### config.mk
export PLATFORM = sky130hd
export DESIGN_NAME = uart_tx_feeder
export DESIGN_NICKNAME = d
export VERILOG_FILES = /design/src/rtl/uart_tx_feeder.sv
export SDC_FILE = /design/constraint.sdc
export NUM_CORES = 1
export LEC_CHECK = 0
export ABC_AREA = 1
export ABC_CLOCK_PERIOD_IN_PS = 3040
export BUFFER_PORTS_ARGS = -buffer_cell sky130_fd_sc_hd__buf_4
export CAP_MARGIN = 15
export CORE_MARGIN = 2
export CORE_UTILIZATION = 40
export DETAILED_ROUTE_END_ITERATION = 16
export PLACE_DENSITY_LB_ADDON = 0.25
export REMOVE_ABC_BUFFERS = 1
export SETUP_SLACK_MARGIN = 0.02
export SKIP_LAST_GASP = 1
export SLEW_MARGIN = 20
export SYNTH_ARGS = -nofsm -noshare
export SYNTH_HDL_FRONTEND = slang
export SYNTH_SLANG_ARGS = --single-unit
### constraint.sdc
create_clock -name CLK -period 3.04 [get_ports CLK]
set_clock_uncertainty 0.2 [all_clocks]
set_input_delay 0.76 -clock CLK [delete_from_list [all_inputs] [get_ports CLK]]
set_output_delay 0.76 -clock CLK [all_outputs]
set_load 0.05 [all_outputs]
### src/rtl/uart_tx_feeder.sv
// Byte FIFO in front of a UART transmitter: launches one single-cycle TX_DATA_VALID
// per frame while the transmitter is idle and holds TX_P_DATA until the next launch.
module uart_tx_feeder #(
    parameter int DATA_WIDTH = 8,
    parameter int DEPTH      = 8
) (
    input  logic                    CLK,
    input  logic                    RST,
    input  logic [DATA_WIDTH-1:0]   WR_DATA,
    input  logic                    WR_EN,
    output logic                    FULL,
    output logic                    EMPTY,
    output logic [$clog2(DEPTH):0]  COUNT,
    output logic                    OVERFLOW,
    output logic [DATA_WIDTH-1:0]   TX_P_DATA,
    output logic                    TX_DATA_VALID,
    input  logic                    TX_BUSY
);

    localparam int AW = $clog2(DEPTH);
    localparam int CW = AW + 1;

    typedef enum logic [1:0] {
        IDLE    = 2'd0,
        WAIT_HI = 2'd1,
        WAIT_LO = 2'd2
    } state_e;

    state_e                 state_q, state_d;
    logic [AW-1:0]          wr_ptr_q, wr_ptr_d;
    logic [AW-1:0]          rd_ptr_q, rd_ptr_d;
    logic [CW-1:0]          count_q, count_d;
    logic [DATA_WIDTH-1:0]  tx_data_q, tx_data_d;
    logic                   tx_valid_q, tx_valid_d;
    logic                   overflow_q, overflow_d;
    logic [DATA_WIDTH-1:0]  mem_q [DEPTH];

    logic                   wr_accept;
    logic                   launch;

    // FULL/EMPTY are judged on the pre-edge occupancy, so a same-cycle pop never frees a slot.
    assign FULL      = (count_q == CW'(DEPTH));
    assign EMPTY     = (count_q == '0);
    assign wr_accept = WR_EN && !FULL;
    assign launch    = (state_q == IDLE) && !EMPTY && !TX_BUSY;

    always_comb begin
        // NOTE: every next-state value is defaulted first so no path can infer a latch.
        state_d    = state_q;
        wr_ptr_d   = wr_ptr_q;
        rd_ptr_d   = rd_ptr_q;
        count_d    = count_q;
        tx_data_d  = tx_data_q;
        tx_valid_d = 1'b0;
        overflow_d = WR_EN && FULL;

        if (wr_accept) begin
            wr_ptr_d = wr_ptr_q + AW'(1);
        end

        case ({wr_accept, launch})
            2'b10:   count_d = count_q + CW'(1);
            2'b01:   count_d = count_q - CW'(1);
            default: count_d = count_q;
        endcase

        case (state_q)
            IDLE: begin
                if (launch) begin
                    tx_data_d  = mem_q[rd_ptr_q];
                    tx_valid_d = 1'b1;
                    rd_ptr_d   = rd_ptr_q + AW'(1);
                    state_d    = WAIT_HI;
                end
            end
            WAIT_HI: begin
                if (TX_BUSY) begin
                    state_d = WAIT_LO;
                end
            end
            WAIT_LO: begin
                if (!TX_BUSY) begin
                    state_d = IDLE;
                end
            end
            default: state_d = IDLE;
        endcase
    end

    // NOTE: registers use non-blocking assignments so every flop samples pre-edge values.
    always_ff @(posedge CLK or negedge RST) begin
        if (!RST) begin
            state_q    <= IDLE;
            wr_ptr_q   <= '0;
            rd_ptr_q   <= '0;
            count_q    <= '0;
            tx_data_q  <= '0;
            tx_valid_q <= 1'b0;
            overflow_q <= 1'b0;
        end else begin
            state_q    <= state_d;
            wr_ptr_q   <= wr_ptr_d;
            rd_ptr_q   <= rd_ptr_d;
            count_q    <= count_d;
            tx_data_q  <= tx_data_d;
            tx_valid_q <= tx_valid_d;
            overflow_q <= overflow_d;
        end
    end

    // NOTE: the storage array has no reset; the pointers and count alone define which entries are live.
    always_ff @(posedge CLK) begin
        if (wr_accept) begin
            mem_q[wr_ptr_q] <= WR_DATA;
        end
    end

    assign COUNT         = count_q;
    assign OVERFLOW      = overflow_q;
    assign TX_P_DATA     = tx_data_q;
    assign TX_DATA_VALID = tx_valid_q;

    a_valid_single: assert property (@(posedge CLK) disable iff (!RST)
        TX_DATA_VALID |=> !TX_DATA_VALID);

    a_full_empty_exclusive: assert property (@(posedge CLK) disable iff (!RST)
        !(FULL && EMPTY));

    a_data_held_mid_frame: assert property (@(posedge CLK) disable iff (!RST)
        (state_q != IDLE) |=> $stable(TX_P_DATA));

endmodule

# Word-level counts from Yosys, hierarchy flattened
# Memories as Yosys holds them, arrays and structs flattened. A register that Yosys moved wholly into a read port is not among the register bits.
# Cells that the tools add are included.
word_totals:
  register_bits: 14
  mem_bits_rw: 64
  wordCells: 41
  mem_count: 1
memory_table:
  columns: ["memory", "words", "width", "read_ports", "rd_clocked_by_memory_dff", "wr", "line_no", "source"]
  rows:
  - ["mem_q", 8, 8, 1, 1, 1, "36", "logic [DATA_WIDTH-1:0] mem_q [DEPTH];"]
classes:
  addsub: 4
  n_eq_ne: 8
  muxes: 9
  reduce_logical: 13
op_table:
  columns: ["operator", "n"]
  rows:
  - ["$pmux 4 s2", 1]
  - ["$add 3x1->3 const B", 2]
  - ["$mux 2", 3]
  - ["$ne 2x2->1 const B", 3]
  - ["$pmux 2 s3", 1]
  - ["$add 4x1->4 const B", 1]
  - ["$eq 2x1->1 const B", 2]
  - ["$eq 2x2->1 const B", 2]
  - ["$eq 4x4->1 const B", 1]
  - ["$logic_and 1x1->1", 4]
  - ["$logic_not 1->1", 4]
  - ["$logic_not 4->1", 1]
  - ["$mux 1", 4]
  - ["$sub 4x1->4 const B", 1]
  - ["$reduce_and 3->1", 1]
  - ["$logic_not 2->1", 1]
  - ["$reduce_and 2->1", 1]
  - ["$reduce_bool 2->1", 1]

# Depth between registers and ports, before layout
# Gate-level depths: netlist of run 1.
logic_depth:
  depth_word: 6
  ltp_mapped: 14
  ltp_nobuf: 14

# Least setup slack after synthesis of run 1
# OpenSTA, ideal clock, no wires.
synth_path:
  kind: "reg-to-reg"
  start: "reg count_q[0], in the netlist COUNT[0]"
  end: "reg count_q[2], in the netlist COUNT[2]"
  setup_ps: 124
  t_arrival_ps: 2526
  path_slack_ps: 190
  path_stages_with_launch: 13
  n_path_buf: 1
  synth_period_minus_slack_ps: 2850
  path_cell_list: "dfrtp_1 > inv_2 > nand3_2 > nor2_2 > nor2_4 > buf_4 > ha_1 > nor2_1 > nor2_1 > ha_1 > a21oi_1 > xor2_1 > o21ai_1"
synth_between:
  elab_chain_cells: 6
  elab_cells_between_ends: 13
synth_lines:
  columns: ["element", "line_no", "source"]
  rows:
  - ["start, declared", "32", "logic [CW-1:0] count_q, count_d;"]
  - ["start signal, assigned", "104", "count_q <= count_d;"]
  - ["$logic_not 4->1 (*)", "43", "assign EMPTY = (count_q == '0);"]
  - ["named net EMPTY", "12", "output logic EMPTY,"]
  - ["$logic_not 1->1 (*)", "45", "assign launch = (state_q == IDLE) && !EMPTY && !TX_BUSY;"]
  - ["$logic_and 1x1->1 (*) (2 in series)", "45", null]
  - ["$eq 2x1->1 / $eq 2x2->1 (equally long branches)", "61", "case ({wr_accept, launch})"]
  - ["$pmux 4 s2 / $reduce_bool 2->1 (equally long branches)", null, null]
# Mark *: on every way through the listed nets, which the timed path passes. The rest lies on a longest branch.
# A chain may end at the register's enable or synchronous reset.

# Worst setup path after layout of run 1
layout_path:
  start: "reg count_q[1], in the netlist COUNT[1]"
  end: "out EMPTY"
layout_between:
  elab_chain_cells: 1
layout_lines:
  columns: ["element", "line_no"]
  rows:
  - ["$logic_not 4->1", "43"]
  - ["end, declared", "12"]
# No other way between the ends.

==> implementation parameters, run 1 <==
Parameter                              Value

Clock tree
  CTS Buf Count    9
  CTS H-tree lvls    3
  Post-CTS setup buffer count    0
  Hold-fix buffer count after cts    0
  Maximum count of clock buffers along a single path    2
  Clock sink total    86
  Clock transition at the registers of the reported paths    ~0.080 ns
  Clock latency on the worst-skew pair    0.34 ns
  CTS tree    done
  CTS Root Buffer Type    clkbuf_8
  Total of cells resized after clock tree synthesis    0

Logic synthesis
  Number of standard cells after synthesis    roughly 320
  Number of different library cells in the post-synthesis netlist    23
  Netlist area before placement    3560 sq um
  Ys Warns    0
  Share of the yosys chip area belonging to registers    69.4%
  Number of flip-flops and latches in the synthesized netlist    86
  Synthesized area per cell    11.3 sq um

Critical path
  Peak per-stage delay on the critical path    between 0.4 and 0.5 ns
  Type of destination of the critical path    primary output
  Critical Path Source Type    flop
  Crit path buffers/inverters    2
  Cell-by-cell listing of the critical path    inv_2, nand3_2, nor2_2, buf_4
  Crit path max-delay family    flip-flops
  Required arrival time at the worst endpoint    2.08 ns
  Critical path class    reg -> out
  Crit path max fanout    5
  Standard cell with the maximum stage delay on the critical path    dfrtp_1
  Arr. time, crit path    around 1.5 ns

Cells and area
  Final Instance Area    around 4100 sq um
  Fin cells    462
  Fin nets    366
  Antenna cells    0
  Area growth, synth to finish    14.6%
  Ratio of cells with drive above 1 in the final layout    a little under a fifth

Routing
  Violation count after the first detailed-routing iteration    144
  Total wire length    about 7.3 mm
  Pre-Repair DR Iteration Count    4
  Number of vias in the routed layout    around 2300
  WL per Instance    15.7 um
  DRC violation count after routing    0
  Via density per instance    4.92
  Antenna viol nets, final    0

Place
  Global placement routability congestion    between 0.8 and 0.9
  Number of input and output port buffers inserted    27
  DP HPWL    4.61 mm
  Placement Cell Area    3900 sq um
  Cell total after placement    446

Timing
  Transition time of the tightest slew-check pin    roughly 0.54 ns
  Post-route clock period utilization    80.0%
  Final hold viol count    0
  Unrepaired setup endpoints after global routing    false
  Post-Route Hold Slack    between 0.1 and 0.15 ns
  Sum Neg Setup Slack    0 ns
  Fin crit period    2.43 ns
  Remaining max-slew budget at the tightest pin    63.8%
  Number of setup violations in the final report    0
  Top achievable clock speed    0.411 GHz
  Final max-slew violation count    0

Die
  I/O pin total    28
  Site row count    34
  DIE HEIGHT    98.4 um
  Floorplan die width    between 90 and 100 um
  Area enclosed by the die boundary    9680 sq um
  Initial core utilization    41.1%
  Area of the core    8680 sq um

Global route
  GRT Overall Usage    ~16%
  Wire length of the first global-routing pass    11.7 mm
  Initial antenna violation count    0
  Pin count of the biggest net entering global routing    33
  Number of global-route vias before repair    about 2300
  Total global routing overflow    0

Hold path
  Hold Path Class    in -> async

Run
  Max-cap violations    0

Outcome
  Run status    finished, final reports clean

Power
  Leakage    between 1.5 and 2 nW
  Peak VDD IR    0.449 mV
  Areal power density over the cells    between 1000 and 1500 nW/um^2
  Total chip power    4.11 mW
-- worst paths after layout --
path / start / end / slack, ns / depth (start not counted)
max: COUNT[1] / EMPTY / 0.61 / 4
min: RST / COUNT[1] / 0.10 / 1
max reg2reg: COUNT[1] / COUNT[2] / 0.78 / 13
min reg2reg: state_q[1] / state_q[0] / 0.28 / 1
max in group asynchronous: RST / TX_P_DATA[4] / 2.30 / 1
min in group CLK: state_q[1] / state_q[0] / 0.28 / 1
-- cell usage in the layout, fill, tap and decap left out, drive strengths merged, types with 2 or more instances in the layout --
master  instances
nor2           80
edfxtp         64
nand2          38
o21ai          38
buf            34
nand3          28
dfrtp          22
inv            17
clkbuf          9
ha              5
clkinv          5
xor2            4
nor3            3
a21oi           2
xnor2           2
-- metrics by stage --
step / util [%] / setup slack [ns]
global route: 47.1 / 0.497
floorplan: - / 0.260
CTS: 47.1 / 0.578
detailed placement: 44.9 / 0.625
finish: 47.1 / 0.608
global placement: 44.9 / 0.685
-- cell usage after synthesis --
master	count	area share (%)
nor2_1	72	7.6
edfxtp_1	64	54
nand2_1	38	4.0
o21ai_0	33	4.6
nand3_1	27	3.8
dfrtp_1	22	15
inv_2	9	0.95
buf_2	7	0.98
inv_1	7	0.74
ha_1	5	1.8
nor2_2	5	0.88
o21ai_1	5	0.70
clkbuf_1	4	0.42
xor2_1	4	0.98
nor3_1	3	0.42
a21oi_1	2	0.28
nor2_4	2	0.63
xnor2_1	2	0.49
buf_4	1	0.21
clkinv_1	1	0.11
nand3_2	1	0.28
nor2_8	1	0.56
or2_4	1	0.25
-- flip-flops by register name (all words and copies together) (netlist names) --
register and flops:
wr_ptr_q 3, OVERFLOW 1, TX_DATA_VALID 1, TX_P_DATA 8
mem_q 64, state_q 2, COUNT 4, rd_ptr_q 3
-- final cells by class --
class | count | area [sq um]
multi-input combinational | 201 | 971
clock inverter | 7 | 62.6
fill | 819 | 4590
inverter | 17 | 63.8
timing repair buffer | 34 | 255
tap | 108 | 135
clock buffer | 9 | 124
sequential | 86 | 2470
-- cells by family after synthesis --
group | after synthesis | synth area share (%)
flops | 86 | 69.4
compound gates | 40 | 5.62
xor+xnor | 6 | 1.47
simple gates | 150 | 18.4
fa+ha+maj | 5 | 1.76
buf+inv | 29 | 3.40
-- report_power, final --
part	internal (mW)	leakage, nW	switching, mW	total [mW]
registers	1.53	0.852	0.185	1.71
clock network	0.373	0.0921	0.386	0.758
logic	0.508	0.660	1.13	1.64
-- per-layer routing --
layer | global-route usage (%) | share of wire [%]
met4 | 6.64 | 1.2
met1 | 21.1 | 42
met2 | 25.8 | 49
met3 | 3.44 | 6.9
met5 | 0 | 0
(Power assumes the default switching activity.)
==> run 2, diff against run 1 <==
Settings changed: ABC_CLOCK_PERIOD_IN_PS 3040 to 2250.
Clock period 3.04 ns to 2.25 ns, I/O delays scaled along.
==> implementation parameters, run 2 (synthesis gave the netlist of run 1 again) <==
Parameter                              Value

Global route
  Wire length of the first global-routing pass    11.2 mm (-4.1%)
  Number of global-route vias before repair    2258 (+0.27%)
  GRT Overall Usage    15.3% (-0.67 points)
  Total global routing overflow    0 (unchanged)
  Pin count of the biggest net entering global routing    35 (+6.1%)
  Initial antenna violation count    0 (unchanged)

Power
  Areal power density over the cells    1350 nW/um^2 (+35%)
  Total net switching power    2.34 mW (+38%)
  Switching portion of total power    41.1% (-0.24 points)
  Sequential group share of total power    39.0% (-2.7 points)
  Leakage    1.65 nW (+3.2%)
  Internal    3.35 mW (+39%)
  Total chip power    5.69 mW (+39%)
  Clock network fraction of total power    18.8% (+0.3 points)
  Combinational cell fraction of total power    42.1% (+2.2 points)
  Peak VDD IR    0.610 mV (+36%)

Cells and area
  Final cell utilization of the core    48.5% (+1.5 points)
  Fillcell total    800 (-2.3%)
  Register with the most flip-flops    mem_q
  Antenna cells    0 (unchanged)
  Fin nets    376 (+2.7%)
  Most frequent cells in the layout    72 x nor2_1, 64 x edfxtp_1, 41 x buf_4
  Ratio of cells with drive above 1 in the final layout    22.0% (+3.3 points)
  Max reg flops    64 (unchanged)
  Area growth, synth to finish    18.1%
  Most common cell after layout, fill and taps aside    nor2_1

Critical path
  Type of destination of the critical path    primary output
  Critical path class    reg -> out
  Required arrival time at the worst endpoint    1.49 ns (-0.59 ns)
  Crit path max fanout    5 (unchanged)
  Critical Path Source Type    flop
  Arr. time, crit path    1.42 ns (-0.05 ns)

Timing
  Transition time of the tightest slew-check pin    0.488 ns (-0.0551 ns)
  Unrepaired setup endpoints after global routing    true
  Fin crit period    2.18 ns
  Number of setup violations in the final report    0 (unchanged)
  Top achievable clock speed    0.458 GHz
  Final hold viol count    0 (unchanged)
  Remaining max-slew budget at the tightest pin    67.4% (+3.6 points)
  Final max-slew violation count    0 (unchanged)
  Post-Route Hold Slack    0.180 ns (+0.0781 ns)
  Post-route clock period utilization    between 90 and 100%

Die
  Floorplan die width    98.4 um (unchanged)
  Initial core utilization    41.1% (unchanged)
  I/O pin total    28 (unchanged)
  Area of the core    8680 sq um (unchanged)
  Area enclosed by the die boundary    9680 sq um (unchanged)
  DIE HEIGHT    98.4 um (unchanged)
  Site row count    34 (unchanged)

Place
  Global placement routability congestion    0.842 (+0.47%)
  Number of input and output port buffers inserted    27 (unchanged)
  DP HPWL    4.38 mm (-5.1%)

Routing
  Pre-Repair DR Iteration Count    4 (unchanged)
  Number of vias in the routed layout    2285 (+0.62%)
  WL per Instance    15.0 um (-4.6%)
  Via density per instance    4.84 (-1.5%)
  Total wire length    7.08 mm (-2.5%)
  Antenna viol nets, final    0 (unchanged)
  Violation count after the first detailed-routing iteration    95 (-34%)
  DRC violation count after routing    0 (unchanged)

Clock tree
  CTS tree    done
  CTS H-tree lvls    3 (unchanged)
  Clock latency on the worst-skew pair    0.35 ns (about the same)
  Maximum count of clock buffers along a single path    2 (unchanged)
  Clock transition at the registers of the reported paths    0.09 ns (about the same)
  CTS Buf Count    9 (unchanged)
  Clock sink total    86 (unchanged)
  CTS Root Buffer Type    clkbuf_8

Outcome
  Run status    finished, final reports clean

Run
  Max-cap violations    0 (unchanged)

Hold path
  Hold Path Class    in -> reg
-- run 2: through the flow --
stage	worst slack (ns)	TNS, ns	cell area, sq um	cells
floorplan	-0.530	-1.44	3510	304
global placement	0.0782	0	3960	454
detailed placement	0.0367	0	3960	454
CTS	0.0145	0	4170	471
global route	-0.0104	-0.0104	4210	472
finish	0.0663	0	4210	472
-- run 2: worst paths after layout --
check	startpoint	to	slack, ns	cells past startpoint
max reg2reg	COUNT[2]	COUNT[2]	0.12	13
min in group asynchronous	RST	COUNT[1]	0.44	2
max	COUNT[2]	FULL	0.07	5
max in group asynchronous	RST	TX_P_DATA[0]	1.16	2
min	TX_BUSY	state_q[0]	0.18	2
min reg2reg	TX_P_DATA[3]	TX_P_DATA[3]	0.28	2
-- run 2: what timing repair did --
item	4_1_cts	5_1_grt
pin swaps	0	2
buffers inserted	0	1
endpoints found under the hold margin	22	0
setup endpoints to repair	1	4
gates resized for setup	0	8
hold buffers	1	0
-- run 2: cell type report --
| type | count | area [sq um] | area share [%] |
|---|---|---|---|
| multi-input combinational | 201 | 995 | 23.6 |
| tap | 108 | 135 | 3.21 |
| clock buffer | 9 | 124 | 2.94 |
| timing repair buffer | 44 | 344 | 8.17 |
| inverter | 17 | 66.3 | 1.58 |
| clock inverter | 7 | 73.8 | 1.75 |
| sequential | 86 | 2470 | 58.7 |
-- run 2: metal layers --
layer | GRT usage (%) | up-vias | wire length, um
met5 | 0 | - | 0
met4 | 6.74 | 0 | 118
met3 | 3.01 | 12 | 181
met2 | 26.5 | 31 | 3670
met1 | 18.7 | 1086 | 3120
li1 | - | 1156 | -
-- run 2: power by group through the flow --
stage / clock network, mW / logic [mW] / registers, mW
2_1_floorplan: 0 / 1.10 / 2.74
3_3_place_gp: 0 / 2.33 / 2.26
3_5_place_dp: 0 / 2.37 / 2.26
4_1_cts: 1.09 / 2.38 / 2.23
5_1_grt: 1.16 / 2.64 / 2.26
6_report: 1.07 / 2.40 / 2.22
-- run 2: worst max-delay path, cell delays in order, from the launching register on --
cell	delay, ns
dfrtp_1	0.43
inv_2	0.09
nand3_4	0.10
nor2_4	0.20
buf_6	0.12
buf_8	0.13
==> run 3, diff against run 2 <==
Settings changed: ABC_AREA 1 to default.
==> implementation parameters, run 3 <==
Parameter                              Value

Outcome
  Run status    finished, violations left
  Violations in the final reports    negative setup slack

Die
  Site row count    33 (-2.9%)
  I/O pin total    28 (unchanged)
  Initial core utilization    41.3% (+0.23 points)
  DIE HEIGHT    96.3 um (-2.1%)
  Floorplan die width    96.3 um (-2.1%)
  Area of the core    8260 sq um (-4.8%)
  Area enclosed by the die boundary    9280 sq um (-4.1%)

Place
  Number of input and output port buffers inserted    27 (unchanged)
  DP HPWL    3.93 mm (-10%)
  Placement Cell Area    3870 sq um (-2.2%)
  Global placement routability congestion    0.751 (-11%)
  Cell total after placement    336 (-26%)

Timing
  Post-route clock period utilization    100% (+3.4 points)
  Top achievable clock speed    0.442 GHz (-3.4%)
  Number of setup violations in the final report    2 (+2)
  Final hold viol count    0 (unchanged)
  Transition time of the tightest slew-check pin    0.592 ns (+0.104 ns)
  Unrepaired setup endpoints after global routing    true
  Worst Setup Slack, final    -0.0109 ns (-0.0772 ns)
  Final max-slew violation count    0 (unchanged)
  Fin crit period    2.26 ns (+0.0772 ns)
  Remaining max-slew budget at the tightest pin    60.5% (-6.9 points)
  Post-Route Hold Slack    0.234 ns (+0.0542 ns)

Global route
  Pin count of the biggest net entering global routing    23 (-34%)
  Wire length of the first global-routing pass    9.55 mm (-15%)
  Number of global-route vias before repair    1782 (-21%)
  GRT Overall Usage    14.5% (-0.80 points)
  Initial antenna violation count    0 (unchanged)
  Total global routing overflow    0 (unchanged)

Critical path
  Critical Path Source Type    flop
  Critical path class    reg -> reg
  Type of destination of the critical path    flop
  Critical path's most frequent cell    xor2_1
  Cell-by-cell listing of the critical path    nor4_4, or4_4, inv_4, ha_4, xor2_1, ha_2, a21oi_2, xor2_1, nor2_1, xor2_1
  Crit path max-delay family    simple AND/OR/NAND/NOR gates
  Required arrival time at the worst endpoint    2.29 ns (+0.80 ns)
  Standard cell with the maximum stage delay on the critical path    dfrtp_2
  Arr. time, crit path    2.30 ns (+0.88 ns)
  Peak per-stage delay on the critical path    0.47 ns (+0.04 ns)
  Crit path max fanout    3 (-2)
  Crit path buffers/inverters    1 (-2)
  Internal reg-to-reg setup slack    -0.01 ns (-0.13 ns)

Logic synthesis
  Post-synth top cells    64 x edfxtp_1, 22 x dfrtp_1, 20 x nand2_1
  Fraction of the mapped netlist area in adder cells    1.83% (+0.079 points)
  Multiplexer area fraction after synthesis    13.5% (+14 points)
  Compound-gate portion of the synthesized area    1.83% (-3.8 points)
  Number of flip-flops and latches in the synthesized netlist    86 (unchanged)
  Post-synth EDFFs    64 (unchanged)
  Largest family of logic cells by synthesized area    multiplexers
  Number of standard cells after synthesis    191 (-40%)
  Synthesized area per cell    17.9 sq um (+58%)
  Fraction of synthesized cell area taken by the top area cell type    56.3% (+2.4 points)
  Simple-gate share of the synthesized area    6.20% (-12 points)
  Share of the yosys chip area belonging to registers    72.5% (+3.1 points)
  Netlist area before placement    3410 sq um (-4.3%)
  Largest cells by area after synthesis    edfxtp_1 56%, dfrtp_1 16%, mux4_2 11%, mux2i_1 2.6%, nand2_1 2.2%
  Xor/xnor cell area share of the yosys netlist    2.31% (+0.84 points)
  Ys Warns    0 (unchanged)
  Number of different library cells in the post-synthesis netlist    29 (+26%)
  Cell taking the most area after synthesis    edfxtp_1
  Post-synth top flop    edfxtp_1
  Most numerous cell in the Yosys netlist    edfxtp_1
  Fraction of registers with async set/reset    25.6% (unchanged)

Cells and area
  Antenna cells    0 (unchanged)
  Register cell area after layout    2480 sq um (+0.15%)
  Fin cells    353 (-25%)
  Fin nets    260 (-31%)
  Ratio of cells with drive above 1 in the final layout    40.7% (+19 points)
  Area used by multi-input combinational logic    953 sq um (-4.2%)
  Register with the most flip-flops    mem_q
  Final Instance Area    4150 sq um (-1.3%)
  Final cell utilization of the core    50.3% (+1.8 points)
  Area growth, synth to finish    21.8%
  Most common cell after layout, fill and taps aside    edfxtp_1
  Fillcell total    685 (-14%)
  Max reg flops    64 (unchanged)
  Most frequent cells in the layout    64 x edfxtp_1, 45 x buf_4, 20 x nand2_1

Clock tree
  CTS tree    done
  Maximum count of clock buffers along a single path    2 (unchanged)
  Clock sink total    86 (unchanged)
  Post-CTS setup buffer count    0 (unchanged)
  CTS Root Buffer Type    clkbuf_8
  CTS H-tree lvls    3 (unchanged)
  Clock latency on the worst-skew pair    0.35 ns (about the same)
  CTS Buf Count    9 (unchanged)
  Clock transition at the registers of the reported paths    0.09 ns (about the same)

Run
  Max-cap violations    0 (unchanged)

Power
  Areal power density over the cells    1310 nW/um^2 (-2.9%)
  Peak VDD IR    0.515 mV (-16%)
  Leakage    1.55 nW (-6.0%)

Routing
  Violation count after the first detailed-routing iteration    84 (-12%)
  DRC violation count after routing    0 (unchanged)
  WL per Instance    17.4 um (+16%)
  Via density per instance    5.03 (+3.9%)
  Number of vias in the routed layout    1776 (-22%)
  Antenna viol nets, final    0 (unchanged)
  Total wire length    6.15 mm (-13%)
  Pre-Repair DR Iteration Count    4 (unchanged)

Hold path
  Hold Path Class    in -> reg
## run 3: repair_timing
item,in CTS,in global routing
hold endpoints to repair,22,0
endpoints found under the setup margin,52,5
hold buffers,1,0
pin swaps,2,11
gates resized for setup,13,14
## run 3: final cells by class
type / count / area share [%]
repair buffers: 49 / 9.58
multi-input cells: 93 / 23.0
flip-flops and latches: 86 / 59.6
clock inverters: 7 / 1.30
clock buffers: 9 / 2.98
well taps: 105 / 3.16
inverters: 4 / 0.422
## run 3: power breakdown
| group | internal (mW) | switching, mW |
|---|---|---|
| clock | 0.415 | 0.578 |
| sequential | 2.07 | 0.248 |
| combinational | 0.957 | 1.19 |
## run 3: kinds of logic (layout without fill, tap and decap cells)
logic type,Yosys count,in the layout
fa+ha+maj,5,5
simple gates,41,41
compound gates,12,12
buf+inv,12,69
xor+xnor,9,9
flops,86,86
mux,26,26
## run 3: worst paths after layout
kind | cells after the start | endpoint | from
max | 10 | COUNT[2] | COUNT[2]
min | 2 | OVERFLOW | WR_EN
max reg2reg | 10 | COUNT[2] | COUNT[2]
min reg2reg | 2 | TX_P_DATA[3] | TX_P_DATA[3]
max in group asynchronous | 2 | COUNT[1] | RST
min in group asynchronous | 2 | state_q[0] | RST
## run 3: per-layer routing
metal	part of all wire, %	up-vias	track usage [%]	routed length, um
met1	45	908	19.5	2770
met4	0.65	0	5.52	40
met2	51	31	23.1	3130
li1	-	833	-	-
met5	0	-	0	0
met3	3.3	4	3.45	204
## run 3: metrics by stage
stage                     power (mW)  setup TNS [ns]  setup slack, ns
after detailed placement        4.40           -7.22           -0.285
after global placement          4.38           -7.51           -0.248
after floorplan                 3.65          -45.65            -1.57
after global routing            5.76          -0.270           -0.137
after CTS                       5.44          -0.202          -0.0789
final                           5.45         -0.0200          -0.0109
## run 3: worst reg2reg max path, stage by stage (launching register included)
cell and delay (ns):
dfrtp_2 0.47, nor4_4 0.30, or4_4 0.18, inv_4 0.04, ha_4 0.15, xor2_1 0.14
ha_2 0.19, a21oi_2 0.11, xor2_1 0.16, nor2_1 0.07, xor2_1 0.15
